**src/rtl/cmp_max_sequencer_if.sv**
```systemverilog
// Sample/strobe/display bus of the running-max sequencer.
// The sequencer (slave) consumes data/strb/disp and drives io_out.
// io_out layout: [7]=vld, [6]=lt, [5]=eq, [4]=gt, [3:0]=max or count.
interface cmp_max_sequencer_if;
    logic [3:0] data;
    logic       strb;
    logic       disp;
    logic [7:0] io_out;

    modport master (
        output data,
        output strb,
        output disp,
        input  io_out
    );

    modport slave (
        input  data,
        input  strb,
        input  disp,
        output io_out
    );
endinterface

```
**src/rtl/cmp_max_sequencer.sv**
```systemverilog
// Running-maximum tracker fed by an asynchronous strobe.
// Each accepted strobe captures a 4-bit sample, compares it with the
// running max, and latches gt/eq/lt flags plus a saturating sample count.
// io_out[3:0] shows the max (disp=0) or the count (disp=1).
module cmp_max_sequencer (
    input  logic                 clk_i,
    input  logic                 rst_i,
    cmp_max_sequencer_if.slave   bus
);

    typedef enum logic {
        EMPTY,
        TRACK
    } state_e;

    state_e     state_q;
    state_e     state_d;

    // Strobe synchronizer, history flop and arming logic.
    logic       s1_q;
    logic       s2_q;
    logic       s3_q;
    logic [1:0] fill_q;
    logic       armed_q;
    logic       armed_d;
    logic       sample_ev;

    // Datapath state.
    logic [3:0] max_q;
    logic [3:0] max_d;
    logic [3:0] cnt_q;
    logic [3:0] cnt_d;
    logic       gt_q;
    logic       gt_d;
    logic       eq_q;
    logic       eq_d;
    logic       lt_q;
    logic       lt_d;
    logic       vld_q;
    logic       vld_d;

    // Synchronize the strobe, keep one cycle of history, and track arming.
    always_ff @(posedge clk_i) begin
        if (rst_i) begin
            s1_q    <= 1'b0;
            s2_q    <= 1'b0;
            s3_q    <= 1'b0;
            fill_q  <= '0;
            armed_q <= 1'b0;
        end else begin
            s1_q    <= bus.strb;
            s2_q    <= s1_q;
            s3_q    <= s2_q;
            fill_q  <= {fill_q[0], 1'b1};
            armed_q <= armed_d;
        end
    end

    // Arm on the first genuine low seen at s2; the zeros left in the
    // synchronizer by reset are not an observation of the pin, so arming
    // waits until two post-reset edges have refilled s1/s2 from the input.
    // This keeps a strobe held through reset release from counting.
    always_comb begin
        armed_d   = armed_q | (fill_q[1] & ~s2_q);
        sample_ev = s2_q & ~s3_q & armed_q;
    end

    // FSM state register.
    always_ff @(posedge clk_i) begin
        if (rst_i) begin
            state_q <= EMPTY;
        end else begin
            state_q <= state_d;
        end
    end

    // FSM next state: the first event leaves EMPTY, only reset returns.
    always_comb begin
        state_d = state_q;
        case (state_q)
            EMPTY:   if (sample_ev) state_d = TRACK;
            TRACK:   state_d = TRACK;
            default: state_d = EMPTY;
        endcase
    end

    // FSM outputs: datapath updates applied on an event, held otherwise.
    always_comb begin
        max_d = max_q;
        cnt_d = cnt_q;
        gt_d  = gt_q;
        eq_d  = eq_q;
        lt_d  = lt_q;
        vld_d = vld_q;
        if (sample_ev) begin
            vld_d = 1'b1;
            case (state_q)
                EMPTY: begin
                    max_d = bus.data;
                    cnt_d = 4'd1;
                    gt_d  = 1'b1;
                    eq_d  = 1'b0;
                    lt_d  = 1'b0;
                end
                default: begin
                    gt_d  = (bus.data > max_q);
                    eq_d  = (bus.data == max_q);
                    lt_d  = (bus.data < max_q);
                    if (bus.data > max_q) begin
                        max_d = bus.data;
                    end
                    if (cnt_q != 4'hF) begin
                        cnt_d = cnt_q + 4'd1;
                    end
                end
            endcase
        end
    end

    // Datapath registers; reset wins over a coincident event.
    always_ff @(posedge clk_i) begin
        if (rst_i) begin
            max_q <= '0;
            cnt_q <= '0;
            gt_q  <= 1'b0;
            eq_q  <= 1'b0;
            lt_q  <= 1'b0;
            vld_q <= 1'b0;
        end else begin
            max_q <= max_d;
            cnt_q <= cnt_d;
            gt_q  <= gt_d;
            eq_q  <= eq_d;
            lt_q  <= lt_d;
            vld_q <= vld_d;
        end
    end

    // Output packing with the display mux on the low nibble.
    always_comb begin
        bus.io_out = {vld_q, lt_q, eq_q, gt_q, (bus.disp ? cnt_q : max_q)};
    end

endmodule

```
**src/flat_wrapper.sv**
```systemverilog
// flat-port wrapper written by rule: the top's interface ports become plain ports
module cmp_max_sequencer_flat 
  (clk_i, rst_i, bus_data, bus_strb, bus_disp, bus_io_out);
  cmp_max_sequencer_if bus_i ();
  input  logic clk_i;
  input  logic rst_i;
  input wire logic [$bits(bus_i.data)-1:0] bus_data;
  input wire logic [$bits(bus_i.strb)-1:0] bus_strb;
  input wire logic [$bits(bus_i.disp)-1:0] bus_disp;
  output wire logic [$bits(bus_i.io_out)-1:0] bus_io_out;
  assign bus_i.data = bus_data;
  assign bus_i.strb = bus_strb;
  assign bus_i.disp = bus_disp;
  assign bus_io_out = bus_i.io_out;
  cmp_max_sequencer u_core (.clk_i(clk_i), .rst_i(rst_i), .bus(bus_i));
endmodule
```
**config.mk**
```make
export PLATFORM = sky130hd
export DESIGN_NAME = cmp_max_sequencer_flat
export DESIGN_NICKNAME = d
export VERILOG_FILES = /design/src/rtl/cmp_max_sequencer_if.sv /design/src/rtl/cmp_max_sequencer.sv /design/src/flat_wrapper.sv
export SDC_FILE = /design/constraint.sdc
export NUM_CORES = 1
export LEC_CHECK = 0
export BUFFER_PORTS_ARGS = -buffer_cell sky130_fd_sc_hd__buf_2
export CORE_UTILIZATION = 52
export DETAILED_ROUTE_END_ITERATION = 7
export GPL_TIMING_DRIVEN = 0
export PLACE_DENSITY = 0.75
export SYNTH_ARGS = -nofsm -noshare
export SYNTH_HDL_FRONTEND = slang
export SYNTH_SLANG_ARGS = --single-unit
```
**constraint.sdc**
```tcl
create_clock -name clk_i -period 1.5 [get_ports clk_i]
set_input_delay 0.15 -clock clk_i [delete_from_list [all_inputs] [get_ports clk_i]]
set_output_delay 0.15 -clock clk_i [all_outputs]
set_load 0.1 [all_outputs]
```
==> out/results.tsv <==
stage	metric	value	unit
timing	maxSlewHeadroom	67.4	%
pwr	ir_worst_vdd	0.000666	V
die	floorplan.rows	14	
setup_path	crit_path_cell_trace	nand2_1 > o21ai_2 > buf_2	
die	start_util	56.3	%
setup_path	crit_required	1.35	ns
route	vias	732	
cts	clk-insertion-delay-late	0.30	ns
placed_design	place.detailed.hpwl	1190	microns
cts	clk_root_buffer_cell	clkbuf_4	
route	detail_route.vias_per_cell	5.38	
synthesis	netlist.top_cell.by_area	dfxtp_1	
synthesis	synth_async_sr_flop_share	0	%
pwr	finalPower	0.880	mW
hold_path	hold_path.startpoint	bus_strb	
hold_path	worst_hold_path_type	input port to register	
synthesis	synth_sequential_area_ratio	43.8	%
pwr	static-leakage-power	0.499	nW
cts	tritoncts_num_sinks	19	
timing	report.final.setup_viol	0	
die	num_io_pins	16	
synthesis	avgSynthCellArea	8.68	sq um
die	die-width	42.9	microns
setup_path	critical_path_class	register to primary output	
synthesis	ys.warnings.count	0	
timing	rsz0062_at_grt	false	
route	drcViolationCount	0	
placed_design	routability_congestion_estimate	0.764	
cts	cts.path.max_buffers	2	
timing	highest_clock_rate	685	MHz
pwr	clkPwrFrac	30.1	%
synthesis	synth-edff-count	0	
synthesis	syn-cell-area	868	sq um
synthesis	synth.lib_cells_used.distinct	26	
synthesis	synth_area_leaders	dfxtp_1 44%, nand2_1 7.3%, ha_1 7.2%	
finish	antennaDiodeCount	0	
setup_path	end_kind	primary output	
setup_path	critical_path.max_stage_delay	0.43	ns
finish	final.fill_count	122	
pwr	p_int	0.653	mW
timing	fin_skew	0.00449	ns
route	post_drt_wl_per_cell	11.7	microns
global_route	grt_start_max_net_pins	13	
cts	htreeDepth	1	
global_route	initial_antenna_violation_count	0	
global_route	grt_first_pass_wirelength	2550	microns
pwr	power.combinational.fraction	10.4	%
die	fp.dieArea	0.00184	sq mm
finish	post_route_cells_drive_above_1_share	34.2	%
synthesis	ys_dominant_reg_cell	dfxtp_1	
pwr	power.switching_fraction	25.9	%
pwr	power_density	817	mW/mm^2
synthesis	syn-num-nets	113	
synthesis	post_synth_inst_count	100	
timing	final_period_minus_worst_setup_slack	1.46	ns
setup_path	critPathLaunchType	register	
global_route	gr-usage-all-layers	18.5	%
synthesis	synth_seq_cells	19	
setup_path	ff2ff_path_depth	7	
route	ant_nets	0	
hold_path	hold_depth	2	
die	dieHeight	42.9	microns
synthesis	synth.top_cell.area_share	43.8	%
placed_design	buffers_added_on_ports	15	
setup_path	cell_type_of_the_slowest_stage_on_the_worst_timing_path	buf_2	
synthesis	synth.most_common_cell	dfxtp_1	
pwr	p_seq_share	59.5	%
setup_path	worst-endpoint-arrival	1.31	ns
die	floorplan.core_area	0.00154	sq mm
cts	clk_transition_reported_paths	0.11	ns
route	initialDrtViolationCount	8	
timing	period_share	97.3	%
timing	fin_worst_hold_slack	0.0496	ns
route	dr.pass1.iters	4	
cts	numCtsBuffers	3	
synthesis	netlist_top_cells_count	19 x dfxtp_1, 17 x nand2_1, 10 x nor2_1	
setup_path	worstReg2RegStart	u_core.max_q[3]	
finish	synthToLayoutAreaGrowth	24.1	%
timing	final-max-slew-violation-count	0	
global_route	first_global_vias	624	
status	status	finished, final reports clean	
setup_path	timing.critical_path.from	u_core.cnt_q[2]	
run	maxCapViolCount	0	
setup_path	crit_path_max_fanout	5	
global_route	globalRoute.totalOverflow	0	
cts	cts-hold-fix-buffers	0	
timing	transition_at_the_pin_with_the_smallest_max_transition_slack	0.492	ns
cts	tritoncts	yes	
pwr	switching_power	0.228	mW
finish	fin_nets	134	
route	wl	1590	microns
setup_path	worst-r2r-setup-slack	0.07	ns
timing	final_hold_viol_count	0	
## logic make-up (layout without fill, tap and decap cells)
group                    count (synthesis)  in the layout  synth area share [%]
AND/OR/NAND/NOR                         40             40                  22.5
flip-flops                              19             19                  43.8
AO/OA/AOI/OAI                           18             18                  11.8
buffers and inverters                   11             31                  6.48
multiplexers                             7              7                  8.21
adder cells (fa/ha/maj)                  5              5                  7.20
## per-layer routing
metal  GRT usage [%]  vias up  wire, microns
li1                -      374              -
met1            22.4      332            724
met2            31.5       21            763
met3            2.55        5             72
met4            9.38        0             32
met5               0        -              0
## metrics by stage
step / setup slack [ns] / cell area (sq um) / utilization [%] / instances / TNS, ns
3_3_place_gp: 0.0207 / 975 / 63.2 / 131 / 0
2_1_floorplan: 0.122 / 880 / - / 100 / 0
5_1_grt: 0.000661 / 1080 / 69.9 / 136 / 0
6_report: 0.0409 / 1080 / 69.9 / 136 / 0
3_5_place_dp: -0.00960 / 975 / 63.2 / 131 / -0.0267
4_1_cts: 0.00218 / 1020 / 65.9 / 136 / 0
## registers in the layout (all words and copies together) (netlist names)
register	count
u_core.armed_q	1
u_core.cnt_q	4
u_core.eq_q	1
u_core.fill_q	2
u_core.gt_q	1
u_core.lt_q	1
u_core.max_q	4
u_core.s1_q	1
u_core.s2_q	1
u_core.s3_q	1
u_core.state_q	1
u_core.vld_q	1
## cell usage in the layout, fill, tap and decap left out
| cell type | count |
|---|---|
| nand2_1 | 17 |
| dfxtp_1 | 16 |
| buf_2 | 13 |
| nor2_1 | 10 |
| mux2i_1 | 6 |
| a21oi_1 | 6 |
| clkbuf_4 | 5 |
| inv_1 | 4 |
| o21ai_2 | 4 |
| buf_4 | 4 |
| nand2b_1 | 3 |
| nor2b_1 | 3 |
| o21ai_0 | 3 |
| ha_4 | 3 |
| dfxtp_2 | 3 |
| ha_1 | 2 |
| inv_2 | 1 |
| mux2_2 | 1 |
| clkinv_1 | 1 |
| o21ai_1 | 1 |
| a21oi_2 | 1 |
| and3_4 | 1 |
| nand3b_4 | 1 |
| a31oi_2 | 1 |
| clkbuf_1 | 1 |
| nor2_2 | 1 |
| or3_1 | 1 |
| nand4_1 | 1 |
| nand3_1 | 1 |
| a41o_1 | 1 |
| a211oi_1 | 1 |
| and2_1 | 1 |
| clkinvlp_4 | 1 |
| buf_6 | 1 |
## what timing repair did
action | 4_1_cts | 5_1_grt
gates cloned | 0 | 0
resized for setup | 3 | 10
buffers inserted | 1 | 0
endpoints found under the setup margin | 4 | 8
pin swaps | 2 | 2
## area by class of cell
type	instances	area, sq um	share of cell area [%]
sequential	19	384	35.7
buffer	5	33.8	3.14
clock buffer	3	22.5	2.09
multi-input combinational	70	495	46.0
timing repair buffer	16	91.3	8.48
tap	16	20.0	1.86
clock inverter	1	7.51	0.697
inverter	6	22.5	2.09
## worst paths after layout
path                           to
setup / recovery    bus_io_out[2]
hold / removal        u_core.s1_q
setup reg to reg  u_core.max_q[2]
hold reg to reg   u_core.max_q[1]
## worst max-delay path: cells and delay by family, from the launching register on
family,cells,cell delay [ns]
buffers and inverters,1,0.43
AO/OA/AOI/OAI,1,0.06
flip-flops,1,0.42
AND/OR/NAND/NOR,1,0.09
## power groups by stage
stage | clock network, mW | logic [mW] | registers (mW)
floorplan | 0 | 0.0534 | 0.533
global placement | 0 | 0.0761 | 0.535
detailed placement | 0 | 0.0784 | 0.535
CTS | 0.272 | 0.0789 | 0.524
global route | 0.295 | 0.102 | 0.526
finish | 0.265 | 0.0917 | 0.524
(Power assumes the default switching activity.)
